## src/rtl/wb_cmd_initiator.sv

```systemverilog
// Single-outstanding Wishbone classic initiator: one command in, one bus cycle out, one response back.
// Latency: bus cycle is visible 1 cycle after accept; the response is valid 1 cycle after ack/err/timeout is sampled.
// Backpressure: cmd_ready_o is low from accept until the response handshake; rsp_valid_o holds until rsp_ready_i.
module wb_cmd_initiator #(
  parameter int ADDR_WIDTH     = 3,
  parameter int DATA_WIDTH     = 32,
  parameter int GRANULE        = 8,
  parameter int TIMEOUT_CYCLES = 16,
  localparam int SEL_WIDTH     = DATA_WIDTH / GRANULE
) (
  input  logic                  clk_i,
  input  logic                  rst_ni,
  input  logic                  cmd_valid_i,
  output logic                  cmd_ready_o,
  input  logic                  cmd_we_i,
  input  logic [ADDR_WIDTH-1:0] cmd_adr_i,
  input  logic [DATA_WIDTH-1:0] cmd_dat_i,
  input  logic [SEL_WIDTH-1:0]  cmd_sel_i,
  output logic                  rsp_valid_o,
  input  logic                  rsp_ready_i,
  output logic [DATA_WIDTH-1:0] rsp_dat_o,
  output logic                  rsp_err_o,
  output logic                  rsp_timeout_o,
  output logic [ADDR_WIDTH-1:0] adr_o,
  output logic [DATA_WIDTH-1:0] dat_o,
  input  logic [DATA_WIDTH-1:0] dat_i,
  output logic [SEL_WIDTH-1:0]  sel_o,
  output logic                  we_o,
  output logic                  stb_o,
  output logic                  cyc_o,
  input  logic                  ack_i,
  input  logic                  err_i
);

  // A zero timeout leaves the counter idle; keep it at least one bit wide so it still elaborates.
  localparam bit TO_EN = (TIMEOUT_CYCLES != 0);
  localparam int CNT_W = TO_EN ? $clog2(TIMEOUT_CYCLES + 1) : 1;
  localparam logic [CNT_W-1:0] CNT_LAST = CNT_W'(TO_EN ? TIMEOUT_CYCLES - 1 : 0);

  typedef enum logic [1:0] {
    IDLE = 2'd0,
    BUS  = 2'd1,
    RESP = 2'd2
  } state_t;

  state_t           state;
  logic [CNT_W-1:0] cnt;

  // Ready depends on state only, so the command side never sees a combinational path from the bus.
  assign cmd_ready_o = (state == IDLE);

  // Control FSM with all bus and response outputs registered; reset drops cyc/stb without a clock.
  always_ff @(posedge clk_i or negedge rst_ni) begin
    if (!rst_ni) begin
      state         <= IDLE;
      cnt           <= '0;
      cyc_o         <= 1'b0;
      stb_o         <= 1'b0;
      we_o          <= 1'b0;
      adr_o         <= '0;
      dat_o         <= '0;
      sel_o         <= '0;
      rsp_valid_o   <= 1'b0;
      rsp_dat_o     <= '0;
      rsp_err_o     <= 1'b0;
      rsp_timeout_o <= 1'b0;
    end else begin
      case (state)
        IDLE: begin
          if (cmd_valid_i) begin
            // Write data is driven on reads too; the responder ignores it.
            adr_o <= cmd_adr_i;
            dat_o <= cmd_dat_i;
            sel_o <= cmd_sel_i;
            we_o  <= cmd_we_i;
            cyc_o <= 1'b1;
            stb_o <= 1'b1;
            cnt   <= '0;
            state <= BUS;
          end
        end
        BUS: begin
          if (err_i) begin
            // err has priority over a simultaneous ack: a failed cycle returns no data.
            cyc_o         <= 1'b0;
            stb_o         <= 1'b0;
            rsp_valid_o   <= 1'b1;
            rsp_dat_o     <= '0;
            rsp_err_o     <= 1'b1;
            rsp_timeout_o <= 1'b0;
            cnt           <= '0;
            state         <= RESP;
          end else if (ack_i) begin
            cyc_o         <= 1'b0;
            stb_o         <= 1'b0;
            rsp_valid_o   <= 1'b1;
            rsp_dat_o     <= we_o ? '0 : dat_i;
            rsp_err_o     <= 1'b0;
            rsp_timeout_o <= 1'b0;
            cnt           <= '0;
            state         <= RESP;
          end else if (TO_EN && (cnt == CNT_LAST)) begin
            // Counter starts at 0 on the first bus cycle, so cyc_o stays high exactly TIMEOUT_CYCLES cycles.
            cyc_o         <= 1'b0;
            stb_o         <= 1'b0;
            rsp_valid_o   <= 1'b1;
            rsp_dat_o     <= '0;
            rsp_err_o     <= 1'b1;
            rsp_timeout_o <= 1'b1;
            cnt           <= '0;
            state         <= RESP;
          end else if (TO_EN) begin
            cnt <= cnt + CNT_W'(1);
          end
        end
        RESP: begin
          if (rsp_ready_i) begin
            rsp_valid_o <= 1'b0;
            state       <= IDLE;
          end
        end
        default: begin
          state <= IDLE;
        end
      endcase
    end
  end

endmodule

```

## config.mk

```make
export PLATFORM = sky130hd
export DESIGN_NAME = wb_cmd_initiator
export DESIGN_NICKNAME = d
export VERILOG_FILES = /design/src/rtl/wb_cmd_initiator.sv
export SDC_FILE = /design/constraint.sdc
export NUM_CORES = 1
export LEC_CHECK = 0
export BUFFER_PORTS_ARGS = -buffer_cell sky130_fd_sc_hd__buf_2
export CAP_MARGIN = 20
export CORE_ASPECT_RATIO = 0.9
export CORE_MARGIN = 1.5
export CORE_UTILIZATION = 35
export CTS_BUF_LIST = sky130_fd_sc_hd__clkbuf_16
export DETAILED_ROUTE_END_ITERATION = 16
export PLACE_DENSITY = 0.62
export SLEW_MARGIN = 0
export SYNTH_ARGS = -nofsm -noshare
export SYNTH_HDL_FRONTEND = slang
export SYNTH_SLANG_ARGS = --single-unit
```

## constraint.sdc

```tcl
create_clock -name clk_i -period 2.3 [get_ports clk_i]
set_input_delay 0.115 -clock clk_i [delete_from_list [all_inputs] [get_ports clk_i]]
set_output_delay 0.115 -clock clk_i [all_outputs]
set_load 0.02 [all_outputs]
```

### Yosys cells after proc, flatten, opt, wreduce, memory -nomap -nowiden

Cells that the tools add are included.

* flip-flop bits (word level): 83
* latch bits: 0
* bits in writable memories: 0
* memory bits (read-only): 0
* input bits: 78
* output and inout port bits: 78
* logic and storage cells: 56
* memories: 0

* $add $sub $neg: 1
* multiply operators: 0
* div/mod/pow operators: 0
* magnitude comparators: 0
* eq/ne operators: 6
* shift-type cells: 0
* mux-type cells: 28
* bitwise operators: 0
* reductions and logical operators: 10

Operator list (number)
* 32-bit 2-to-1 mux: 4
* 5-bit 2-to-1 mux: 4
* 1-bit 2-to-1 mux: 11
* 2-bit 2-to-1 mux: 5
* 5-bit one-hot mux with 2 select lines: 1
* 3-bit AND reduction: 3
* 2-bit one-hot mux with 3 select lines: 1
* 2-bit AND reduction: 3
* 5-bit by 1-bit adder with 5-bit output, second input constant: 1
* 5-bit by 4-bit equality test with 1-bit output, second input constant: 1
* 2-bit inequality test, second input constant: 2
* 4-bit inequality test, second input constant: 1
* 1-bit one-hot mux with 2 select lines: 2
* 2-bit nonzero test: 2
* 3-bit nonzero test: 1
* 2-bit by 1-bit equality test with 1-bit output, second input constant: 1
* 2-bit equality test, second input constant: 1
* 2-bit logical NOT: 1

### Longest topological paths before layout

* word-level depth: 5
* gate-level depth with buffers: 7
* mapped depth without buffers: 5

### Least setup slack after synthesis

No wires, ideal clock.

* path kind: reg2reg
* start point: register state[0]
* end point: register adr_o[0]
* setup time: 0.125 ns
* arrival time: 1.587 ns
* required time: 2.175 ns
* slack: 0.589 ns
* cell stages (with the launch flop): 6
* path buffers: 1
* clock period less this slack: 1.711 ns
* cells stage by stage: dfrtp_1 > inv_1 > ha_1 > nand2_1 > clkbuf_1 > mux2_2

* word-level cells in the longest chain between the ends: 2

Ends and longest elaborated chain
* start, declared: RTL line 46 `state_t state;`
* start signal, assigned: RTL line 55 `state <= IDLE;`
* start signal, assigned: RTL line 79 `state <= BUS;`
* start signal, assigned: RTL line 92 `state <= RESP;`
* 2-bit logical NOT
* via cmd_ready_o: RTL line 14 `output logic cmd_ready_o,`
* 2-bit AND reduction (no line)
* end signal, assigned: RTL line 72 `adr_o <= cmd_adr_i;`
* end, declared: RTL line 24 `output logic [ADDR_WIDTH-1:0] adr_o,`

The timed path passes the listed nets, and every way through them passes these cells.
A chain may end at the register's enable or synchronous reset.

### Worst setup path in the final report

* start point: register state[1]
* end point: register cnt[3]

* word-level cells in the longest chain between the ends: 3
* elaborated cells on any way between the ends: 6
* those cells by class: 2 x eq/ne; 1 x mux; 3 x reduce/logical

Ends and longest elaborated chain
* 2-bit by 1-bit equality test with 1-bit output / 2-bit logical NOT (equally long branches): RTL line 68 `case (state)`
* 2-bit nonzero test (no line) / 2-bit inequality test (equally long branches)
* 2-bit AND reduction (no line)
* end signal, assigned: RTL line 113 `cnt <= cnt + CNT_W'(1);`
* end, declared: RTL line 47 `logic [CNT_W-1:0] cnt;`

Several ways; a longest one is shown, not always the timed one.

==> flow_summary.toml <==
[placement]
place_congestion = 0.784
dp_hpwl_um = 5340
dpl_cell_area_mm2 = 0.00417
port_buffers = 155
place_inst = 488

[grt]
grt_pass1_vias = 2414
grt_max_degree = 44
grt_antenna_before_repair = 0
grt_pass1_wl_um = 12000
grt_overflow = 0
grt_usage_pct = 15.8

[routing]
met3WireLength_um = 502
top_layer_used = "met4"
wl_per_cell_um = 14.6
drc = 0
wl_met1_um = 3090
postRouteAntennaNets = 0
dr.pass1.iters = 4
vias = 2445
drtIter0Drc = 75
dr_wl_met2_um = 3730
vias_per_cell = 4.80
drt_wl_total_um = 7420

[power]
total_leakage_power_nw = 2.35
cellPowerDensity_mw_per_mm2 = 1480
peakVddDrop_v = 0.000693

[floorplanning]
initial_core_util_pct = 36.9
die_h_um = 94.0
row_count = 32
fp.dieW_um = 104
io_pins = 156
core_mm2 = 0.00873
die_area_mm2 = 0.00978

[sta]
finClkSkew_ps = 6.82
fin_crit_ps = 1790
rsz0062_at_grt = "no"
slew_headroom_pct = 64.8
worst_slew_pin_slew_ps = 528
hold_viol_final = 0
drv_slew = 0
whs_ps = 8.93
fin_tns_setup_ps = 0
fmax_ghz = 0.559
fin_crit_sh_pct = 77.8
setup_viol_count_final = 0

[setup_path]
ff2ff_setup_slack_ps = 510
start_kind = "flip-flop"
end_kind = "flip-flop"
worstPathArrival_ps = 2040
cp_max_fo = 7
crit_type = "flip-flop to flip-flop"
required_ps = 2550

[logic_synthesis]
synth_seq_cells = 83
synth_cells = 221
ys_warn_count = 0
syn-num-nets = 303
avgSynthCellArea_um2 = 14.6
synth_area_mm2 = 0.00322
yosysUniqueCellTypes = 32
seq_area_frac_synth_pct = 64.5

[cts]
worstSkewPairLatency_ps = 330
cts_buffers = 9
root_buffer = "clkbuf_16"
path_clk_slew_ps = 60
post_cts_resized = 0
cts_tree = "yes"
clkSinkCount = 83
cts_buffer_depth = 2
holdBufCountCts = 4
post_cts_buffers = 0
htree_num_levels = 3

[finish]
diodes = 0
fin_area_mm2 = 0.00456
multi_input_area_mm2 = 0.00106
finalNonFillerCells = 509
final_cell_mix = "buf_2 (154), dfrtp_1 (83), mux2_2 (41)"
final_common_cell = "buf_2"
seq_area_mm2 = 0.00208
area_delta_synth_final_pct = 41.6
nets = 467
fillers = 801
drive_gt1_share_pct = 56.7

[run]
drv_cap = 0

[min_path]
hold_path_class = "input port to flip-flop"

[run_status]
status = "finished clean"
[cell type report]
cell class / instances / area share [%]
inverters: 5 / 0.412
repair buffers: 167 / 19.9
multi-input cells: 119 / 23.4
flip-flops and latches: 83 / 45.6
well taps: 119 / 3.27
clock inverters: 7 / 2.53
clock buffers: 9 / 4.94
[Yosys cell counts, drive strengths merged]
cell type | count | area share [%]
o22ai | 1 | 0.19
or2 | 1 | 0.19
dfrtp | 83 | 65
o211ai | 3 | 0.70
nand3 | 2 | 0.31
inv | 5 | 0.58
o21ai | 6 | 0.93
a32oi | 2 | 0.54
nand2b | 2 | 0.39
o2bb2ai | 1 | 0.27
o21a | 1 | 0.23
mux2i | 1 | 0.31
or3b | 1 | 0.27
buf | 8 | 1.4
nor2 | 1 | 0.12
nand4b | 1 | 0.27
a21o | 1 | 0.23
a21oi | 2 | 0.31
nor4b | 1 | 0.27
a22o | 32 | 8.7
nor3b | 1 | 0.23
ha | 4 | 1.6
and4b | 1 | 0.31
or4 | 1 | 0.23
clkbuf | 6 | 0.74
nor3 | 2 | 0.31
a31oi | 4 | 0.78
mux2 | 41 | 14
nand2 | 6 | 0.70
[routing by layer]
| layer | track usage, % | up-vias |
|---|---|---|
| li1 | - | 1147 |
| met1 | 19.8 | 1191 |
| met2 | 26.2 | 99 |
| met3 | 4.65 | 8 |
| met4 | 5.56 | 0 |
| met5 | 0 | - |
[kinds of logic (layout without fill, tap and decap cells)]
logic type                 after synthesis  in the layout  share of synthesized area [%]
AOI/OAI and AO/OA                       53             53                           12.9
adders and majority gates                4              4                           1.56
buffers and inverters                   19            188                           2.72
DFF                                     83             83                           64.5
muxes                                   42             42                           14.7
and+or+nand+nor                         20             20                           3.62
[flip-flops by register name (all words and copies together), names as in the netlist, 2 cells and up]
| signal | count |
|---|---|
| adr_o | 3 |
| cnt | 5 |
| dat_o | 32 |
| rsp_dat_o | 32 |
| sel_o | 4 |
| state | 2 |
[critical path, cell delays in order (launching register included)]
cell,delay [ps]
dfrtp_1,380
inv_1,100
ha_1,170
or3b_1,450
or4_1,520
o21ai_1,90
[worst paths after layout]
check                                          start                   endpoint  cells past startpoint
min in group asynchronous                     rst_ni      dat_o[18]$_DFFE_PN0P_                      2
max reg2reg                     state[1]$_DFFE_PN0P_         cnt[3]$_DFFE_PN0P_                      5
max                             state[1]$_DFFE_PN0P_         cnt[3]$_DFFE_PN0P_                      5
min                                        dat_i[15]  rsp_dat_o[15]$_DFFE_PN0P_                      2
min reg2reg                rsp_dat_o[20]$_DFFE_PN0P_  rsp_dat_o[20]$_DFFE_PN0P_                      1
max in group asynchronous                     rst_ni   rsp_dat_o[8]$_DFFE_PN0P_                      3
[per-stage QoR]
step                total power [mW]  utilization, %  setup slack, ps
floorplan                       4.17               -              589
global placement                5.10            47.7              584
detailed placement              5.16            47.7              515
CTS                             6.82            52.1              500
global route                    7.13            52.2              401
finish                          6.73            52.2              511
[power breakdown]
group | internal, mW | leakage [nW] | switching (mW) | total (mW)
registers | 2.09 | 1.05 | 0.306 | 2.39
logic | 1.14 | 1.14 | 1.58 | 2.72
clock network | 1.06 | 0.165 | 0.567 | 1.63
total | 4.28 | 2.35 | 2.45 | 6.73
Note: power is estimated with default switching activity, not from simulation.
